--- src/rtl/if_id_inst_queue.sv ---
// if_id_inst_queue: decoupling FIFO between the IF and ID stages.
// IF pushes fetched entries whenever the queue has room; ID pops the head
// in strict fetch order. A flush (exception, ertn, taken-branch redirect)
// discards every queued entry.
//
// Handshake: a transfer happens on a rising edge where the producer's valid
// and the consumer's ready are both high. IF->queue uses fs_to_ds_valid with
// iq_allowin as ready. Queue->ID uses iq_to_ds_valid with ds_allowin as ready.
// iq_allowin depends only on queue state, never on ds_allowin. While
// iq_flush is high, no transfer happens on either side.
module if_id_inst_queue #(
    parameter int BUS_WD = 81,
    parameter int DEPTH  = 4
) (
    input  logic                       clk,
    input  logic                       reset,
    input  logic                       fs_to_ds_valid,
    input  logic [BUS_WD-1:0]          fs_to_ds_bus,
    output logic                       iq_allowin,
    output logic                       iq_to_ds_valid,
    output logic [BUS_WD-1:0]          iq_to_ds_bus,
    input  logic                       ds_allowin,
    input  logic                       iq_flush,
    output logic [$clog2(DEPTH):0]     iq_count
);

    localparam int AW = $clog2(DEPTH);
    localparam int PW = AW + 1;
    localparam logic [PW-1:0] PTR_ONE = PW'(1);

    // Storage is left unreset; only the pointers define which entries are live.
    logic [BUS_WD-1:0] mem [DEPTH];

    // Pointers carry one extra wrap bit so full and empty can be told apart.
    logic [PW-1:0] wr_ptr;
    logic [PW-1:0] rd_ptr;

    logic empty;
    logic full;
    logic push;
    logic pop;

    // Derive occupancy status and the handshakes from the pointer pair.
    always_comb begin
        empty          = (wr_ptr == rd_ptr);
        full           = (wr_ptr[AW-1:0] == rd_ptr[AW-1:0]) &&
                         (wr_ptr[AW] != rd_ptr[AW]);
        iq_allowin     = !full;
        iq_to_ds_valid = !empty;
        push           = fs_to_ds_valid && iq_allowin && !iq_flush;
        pop            = iq_to_ds_valid && ds_allowin && !iq_flush;
        iq_count       = wr_ptr - rd_ptr;
    end

    // Present the head entry to ID, zeroed when there is nothing to present.
    always_comb begin
        iq_to_ds_bus = '0;
        if (!empty) begin
            iq_to_ds_bus = mem[rd_ptr[AW-1:0]];
        end
    end

    // Write the incoming entry into the slot at the write pointer.
    always_ff @(posedge clk) begin
        if (push) begin
            mem[wr_ptr[AW-1:0]] <= fs_to_ds_bus;
        end
    end

    // Advance the pointers; reset and flush both collapse the queue to empty.
    always_ff @(posedge clk) begin
        if (reset || iq_flush) begin
            wr_ptr <= '0;
            rd_ptr <= '0;
        end else begin
            if (push) begin
                wr_ptr <= wr_ptr + PTR_ONE;
            end
            if (pop) begin
                rd_ptr <= rd_ptr + PTR_ONE;
            end
        end
    end

endmodule

--- config.mk ---
export PLATFORM = sky130hd
export DESIGN_NAME = if_id_inst_queue
export DESIGN_NICKNAME = d
export VERILOG_FILES = /design/src/rtl/if_id_inst_queue.sv
export SDC_FILE = /design/constraint.sdc
export NUM_CORES = 1
export LEC_CHECK = 0
export CORE_MARGIN = 2
export CORE_UTILIZATION = 34
export DETAILED_ROUTE_END_ITERATION = 16
export GPL_TIMING_DRIVEN = 0
export PLACE_DENSITY = 0.66
export SYNTH_ARGS = -nofsm -noshare
export SYNTH_HDL_FRONTEND = slang
export SYNTH_SLANG_ARGS = --single-unit
--- constraint.sdc ---
create_clock -name clk -period 12.7 [get_ports clk]
set_clock_uncertainty 0.15 [all_clocks]
set_input_delay 1.27 -clock clk [delete_from_list [all_inputs] [get_ports clk]]
set_output_delay 1.27 -clock clk [all_outputs]
set_load 0.01 [all_outputs]
# Yosys cells after proc, flatten, opt, wreduce, memory -nomap -nowiden
# Memories as Yosys holds them, arrays and structs flattened. A register that Yosys moved wholly into a read port is not among the register bits.
# Cells that the tools add are included.
dict set report word_totals {
  reg_bits 6
  ramBits 324
  inputBits 86
  out_inout_bits 86
  wordCells 23
  n_memories 1
}
# name words width rd rd_ports_with_merged_regs wr line
set memory_table {}
lappend memory_table {mem 4 81 1 1 1 32} ;# logic [BUS_WD-1:0] mem [DEPTH];
dict set report op_classes {
  add_sub_neg 3
  n_eq_ne 3
  muxes 5
  n_reduce_logical 9
}
# operator n
set op_table {}
lappend op_table {{81-bit two-way mux} 1}
lappend op_table {{3-bit by 1-bit adder with 3-bit output (second input constant)} 2}
lappend op_table {{1-bit logical AND} 5}
lappend op_table {{2-bit two-way mux} 2}
lappend op_table {{3-bit == test} 1}
lappend op_table {{1-bit zero test} 3}
lappend op_table {{3-bit subtractor} 1}
lappend op_table {{2-bit == test} 1}
lappend op_table {{1-bit two-way mux} 2}
lappend op_table {{1-bit logical OR} 1}
lappend op_table {{1-bit inequality test} 1}

# Logic depth before layout (Yosys ltp)
dict set report depth {
  word_depth 7
  ltp_mapped 7
  mapped_depth_nobuf 5
}

# Worst setup path before layout
# Ideal clock, no wire load.
dict set report synth_timing {
  path_type {input to register}
  from {input port iq_flush}
  to {register wr_ptr[2]}
  setup_time_ns 0.390
  t_arrival_ns 7.805
  t_required_ns 12.160
  path_slack_ns 4.355
  path_stages 3
  path_buffers 0
  cell_sequence {nand2b_1 > a211oi_1 > mux2i_1}
}
dict set report synth_between {
  elab_chain_len 2
  elab_cells_between_ends 3
  cone_classes {reduce/logical: 3}
}
# item line
set synth_rtl {}
lappend synth_rtl {{start: declaration} 23} ;# input logic iq_flush,
lappend synth_rtl {{1-bit zero test} 50} ;# push = fs_to_ds_valid && iq_allowin && !iq_flush;
lappend synth_rtl {{1-bit logical AND} 50}
lappend synth_rtl {{end signal: assignment} 77} ;# wr_ptr <= wr_ptr + PTR_ONE;
lappend synth_rtl {{end: declaration} 35} ;# logic [PW-1:0] wr_ptr;
# Parallel ways exist; a longest one is shown, timed or not.
# A chain may end at the register's enable or synchronous reset.

==> run_summary.xml <==
<?xml version="1.0" encoding="UTF-8"?>
<metrics>
  <group name="run_status">
    <metric name="run_status" unit="">completed</metric>
  </group>
  <group name="cts">
    <metric name="clk_transition_reported_paths" unit="ns">0.05</metric>
    <metric name="cts_setup_buffers" unit="">0</metric>
    <metric name="post_cts_hold_buffer_count" unit="">0</metric>
    <metric name="cts-buffers-inserted" unit="">37</metric>
    <metric name="cts_tree" unit="">built</metric>
    <metric name="cts_repair_resize_count" unit="">0</metric>
    <metric name="cts.sinks" unit="">332</metric>
    <metric name="clk_path_buf_depth" unit="">3</metric>
    <metric name="ctsRootBufferMaster" unit="">sky130_fd_sc_hd__clkbuf_16</metric>
    <metric name="htree_levels" unit="">2</metric>
    <metric name="clk_latency" unit="ns">0.51</metric>
  </group>
  <group name="logic_synthesis">
    <metric name="post_synth_most_frequent_cells" unit="">sky130_fd_sc_hd__edfxtp_1, sky130_fd_sc_hd__mux4_2, sky130_fd_sc_hd__nor2b_1, sky130_fd_sc_hd__buf_6</metric>
    <metric name="yosysMostFrequentCell" unit="">sky130_fd_sc_hd__edfxtp_1</metric>
    <metric name="async_flop_share" unit="%">0</metric>
    <metric name="netlist_area" unit="µm²">12900</metric>
    <metric name="share_of_the_yosys_chip_area_belonging_to_registers" unit="%">76.6</metric>
    <metric name="cells_taking_the_most_area_after_synthesis" unit="">sky130_fd_sc_hd__edfxtp_1, sky130_fd_sc_hd__mux4_2, sky130_fd_sc_hd__nor2b_1</metric>
    <metric name="ffs_latches_synth" unit="">332</metric>
    <metric name="synthesis.area_per_instance" unit="µm²">22.5</metric>
    <metric name="ys_types" unit="">27</metric>
    <metric name="synth_edf_count" unit="">324</metric>
    <metric name="yosys_warnings" unit="">0</metric>
    <metric name="synth_top_flop_cell" unit="">sky130_fd_sc_hd__edfxtp_1</metric>
    <metric name="post_synth_inst_count" unit="">573</metric>
    <metric name="synth.net_count" unit="">667</metric>
    <metric name="synth.largest_area_cell" unit="">sky130_fd_sc_hd__edfxtp_1</metric>
    <metric name="synth.top_cell.area_share" unit="%">75.4</metric>
  </group>
  <group name="critical_path">
    <metric name="worst_r2r_endpoint" unit="">mem[3][22]</metric>
    <metric name="rrSetupSlack" unit="ns">9.66</metric>
    <metric name="timing_worst_setup_path_type" unit="">flop to primary output</metric>
    <metric name="critical_path_arrival" unit="ns">2.88</metric>
    <metric name="timing.critical_path.slowest_cell_delay" unit="ns">0.60</metric>
    <metric name="critPathMaxFanout" unit="">10</metric>
    <metric name="critical-path-slowest-cell" unit="">sky130_fd_sc_hd__clkbuf_1</metric>
    <metric name="worst_flop_to_flop_path_startpoint" unit="">wr_ptr[0]</metric>
    <metric name="critical_path_required" unit="ns">11.28</metric>
    <metric name="timing.critical_path.to_type" unit="">primary output</metric>
    <metric name="ff2ff_path_depth" unit="">8</metric>
    <metric name="setup_crit_start_kind" unit="">flop</metric>
    <metric name="path_cells" unit="">clkbuf_1 -&gt; buf_2 -&gt; mux4_2 -&gt; nor2b_1 -&gt; clkdlybuf4s50_1</metric>
  </group>
  <group name="grt">
    <metric name="grtUsageTotal" unit="%">13.1</metric>
    <metric name="grt_max_degree" unit="">48</metric>
    <metric name="grt_pass1_vias" unit="">6564</metric>
    <metric name="initial_antenna_violation_count" unit="">0</metric>
    <metric name="globalRouteOverflowTotal" unit="">0</metric>
    <metric name="first_pass_grt_wire_length" unit="µm">37900</metric>
  </group>
  <group name="drt">
    <metric name="drt_wl_total" unit="µm">25300</metric>
    <metric name="drt.antenna.violating_nets" unit="">0</metric>
    <metric name="via_count" unit="">6134</metric>
    <metric name="drt_pre_antenna_iters" unit="">4</metric>
    <metric name="post_drt_via_cell_ratio" unit="">4.62</metric>
    <metric name="route.detailed.drc" unit="">0</metric>
    <metric name="drt-initial-drc-count" unit="">217</metric>
    <metric name="route.detailed.wl_per_inst" unit="µm">19.0</metric>
  </group>
  <group name="timing">
    <metric name="slew_headroom" unit="%">46.3</metric>
    <metric name="timing_hold_violations_final" unit="">0</metric>
    <metric name="post-route-period-util" unit="%">33.9</metric>
    <metric name="timing.final.crit_period" unit="ns">4.30</metric>
    <metric name="max_clock_freq" unit="GHz">0.232</metric>
    <metric name="setup_viol" unit="">0</metric>
    <metric name="tightest_slew" unit="ns">0.805</metric>
    <metric name="final_max_slew_viol_count" unit="">0</metric>
    <metric name="grt_setup_unrepaired" unit="">false</metric>
  </group>
  <group name="finish">
    <metric name="nets" unit="">886</metric>
    <metric name="post_route_cells_drive_above_1_share" unit="%">21.7</metric>
    <metric name="layoutNonFillerInstCount" unit="">1327</metric>
    <metric name="insertedDiodeCount" unit="">0</metric>
    <metric name="syn_to_final_growth" unit="%">28.0</metric>
    <metric name="n_fill_cell" unit="">3305</metric>
    <metric name="ff_latch_area" unit="µm²">9890</metric>
    <metric name="multi_input_logic_area" unit="µm²">2760</metric>
  </group>
  <group name="floorplan">
    <metric name="initial_utilization" unit="%">34.4</metric>
    <metric name="fp.dieH" unit="µm">199</metric>
    <metric name="io_pins" unit="">172</metric>
    <metric name="horizontal_die_dimension" unit="µm">199</metric>
    <metric name="placementRows" unit="">71</metric>
    <metric name="core_area" unit="µm²">37500</metric>
    <metric name="floorplan.die_area" unit="µm²">39500</metric>
  </group>
  <group name="power_and_ir_drop">
    <metric name="power.total" unit="mW">2.28</metric>
    <metric name="worst_ir_drop_vdd" unit="mV">0.108</metric>
    <metric name="power_density" unit="nW/µm²">138</metric>
    <metric name="power.static_leakage" unit="nW">5.15</metric>
  </group>
  <group name="place">
    <metric name="post-dp-hpwl" unit="µm">15800</metric>
    <metric name="gp_congestion" unit="">0.711</metric>
    <metric name="numPortBuffers" unit="">171</metric>
    <metric name="numPlacedInstances" unit="">1264</metric>
  </group>
  <group name="min_path">
    <metric name="hold_path_startpoint" unit="">wr_ptr[0]</metric>
    <metric name="timing.hold.worst_endpoint" unit="">wr_ptr[0]</metric>
    <metric name="hp-class" unit="">flop to flop</metric>
    <metric name="number_of_instances_on_the_worst_hold_path" unit="">2</metric>
  </group>
  <group name="flow_run">
    <metric name="maxCapViolCount" unit="">0</metric>
  </group>
</metrics>
## worst max path at each step
stage / startpoint / endpoint / slack, ns / depth (start not counted)
after global routing: flop / iq_to_ds_bus[10] / 8.20 / 5
after detailed placement: iq_flush / mem[3][20] / 8.73 / 7
after global placement: iq_flush / wr_ptr[2] / -1.31 / 4
after CTS: flop / iq_to_ds_bus[68] / 8.25 / 5
after floorplan: iq_flush / wr_ptr[2] / 4.35 / 3
final: flop / iq_to_ds_bus[2] / 8.40 / 5
## cell families (layout without fill, tap and decap cells)
| logic type | Yosys count | in the layout | synth area share [%] |
|---|---|---|---|
| flops | 332 | 332 | 76.6 |
| simple gates | 102 | 102 | 5.33 |
| mux | 87 | 87 | 14.6 |
| buf+inv | 37 | 280 | 2.18 |
| fa+ha+maj | 8 | 8 | 0.833 |
| compound gates | 5 | 5 | 0.271 |
| xor+xnor | 2 | 2 | 0.194 |
## routing by layer
metal | track usage (%) | wire length (µm) | vias to the layer above
met5 | 0 | 0 | -
met3 | 3.27 | 1550 | 40
met1 | 16.1 | 10400 | 3177
met4 | 4.98 | 619 | 0
met2 | 22.2 | 12700 | 158
li1 | - | - | 2759
## metrics by stage
step                TNS [ns]  util [%]  hold WS [ns]  instance area [µm²]  setup slack [ns]
floorplan                  0         -         0.319                12900              4.35
global placement      -92.92      40.7         0.336                15300             -1.31
detailed placement         0      41.2         0.347                15500              8.73
CTS                        0      44.1         0.354                16500              8.25
global route               0      44.1         0.373                16500              8.20
finish                     0      44.1         0.351                16500              8.40
## critical path: cells and delay by family (launching register included)
family | cells | cell delay (ns)
buf+inv | 3 | 1.60
flops | 1 | 0.30
mux | 1 | 0.24
simple gates | 1 | 0.22
## cells in the final DEF, fill, tap and decap left out, types with 2 or more instances in the layout
| cell type | count |
|---|---|
| sky130_fd_sc_hd__clkinv_2 | 4 |
| sky130_fd_sc_hd__or3_1 | 2 |
| sky130_fd_sc_hd__mux4_2 | 81 |
| sky130_fd_sc_hd__clkinv_1 | 10 |
| sky130_fd_sc_hd__edfxtp_1 | 324 |
| sky130_fd_sc_hd__nor2b_4 | 10 |
| sky130_fd_sc_hd__clkinvlp_4 | 2 |
| sky130_fd_sc_hd__clkdlybuf4s50_1 | 171 |
| sky130_fd_sc_hd__buf_8 | 7 |
| sky130_fd_sc_hd__o211ai_1 | 2 |
| sky130_fd_sc_hd__and2_4 | 3 |
| sky130_fd_sc_hd__clkbuf_16 | 37 |
| sky130_fd_sc_hd__buf_16 | 3 |
| sky130_fd_sc_hd__mux2i_1 | 6 |
| sky130_fd_sc_hd__buf_2 | 9 |
| sky130_fd_sc_hd__buf_6 | 16 |
| sky130_fd_sc_hd__nor2b_1 | 71 |
| sky130_fd_sc_hd__nand2_1 | 10 |
| sky130_fd_sc_hd__ha_1 | 7 |
| sky130_fd_sc_hd__inv_1 | 9 |
| sky130_fd_sc_hd__dfxtp_1 | 8 |
| sky130_fd_sc_hd__clkbuf_1 | 10 |
## layout make-up
cell class / count / share of cell area, %
Timing Repair Buffer: 180 / 11.4
Buffer: 28 / 1.50
Sequential cell: 332 / 59.9
Clock buffer: 45 / 5.79
Clock inverter: 18 / 0.674
Multi-Input combinational cell: 204 / 16.7
Tap cell: 511 / 3.87
Inverter: 9 / 0.204
## registers in the layout, indices dropped and copies added (netlist names), named ones only
signal,flops
mem,324
wr_ptr,3
rd_ptr,3
## report_power, final
group,switching [mW],internal (mW)
clock,0.395,0.552
sequential,0.00314,1.22
combinational,0.0491,0.0644
(Power assumes the default switching activity.)
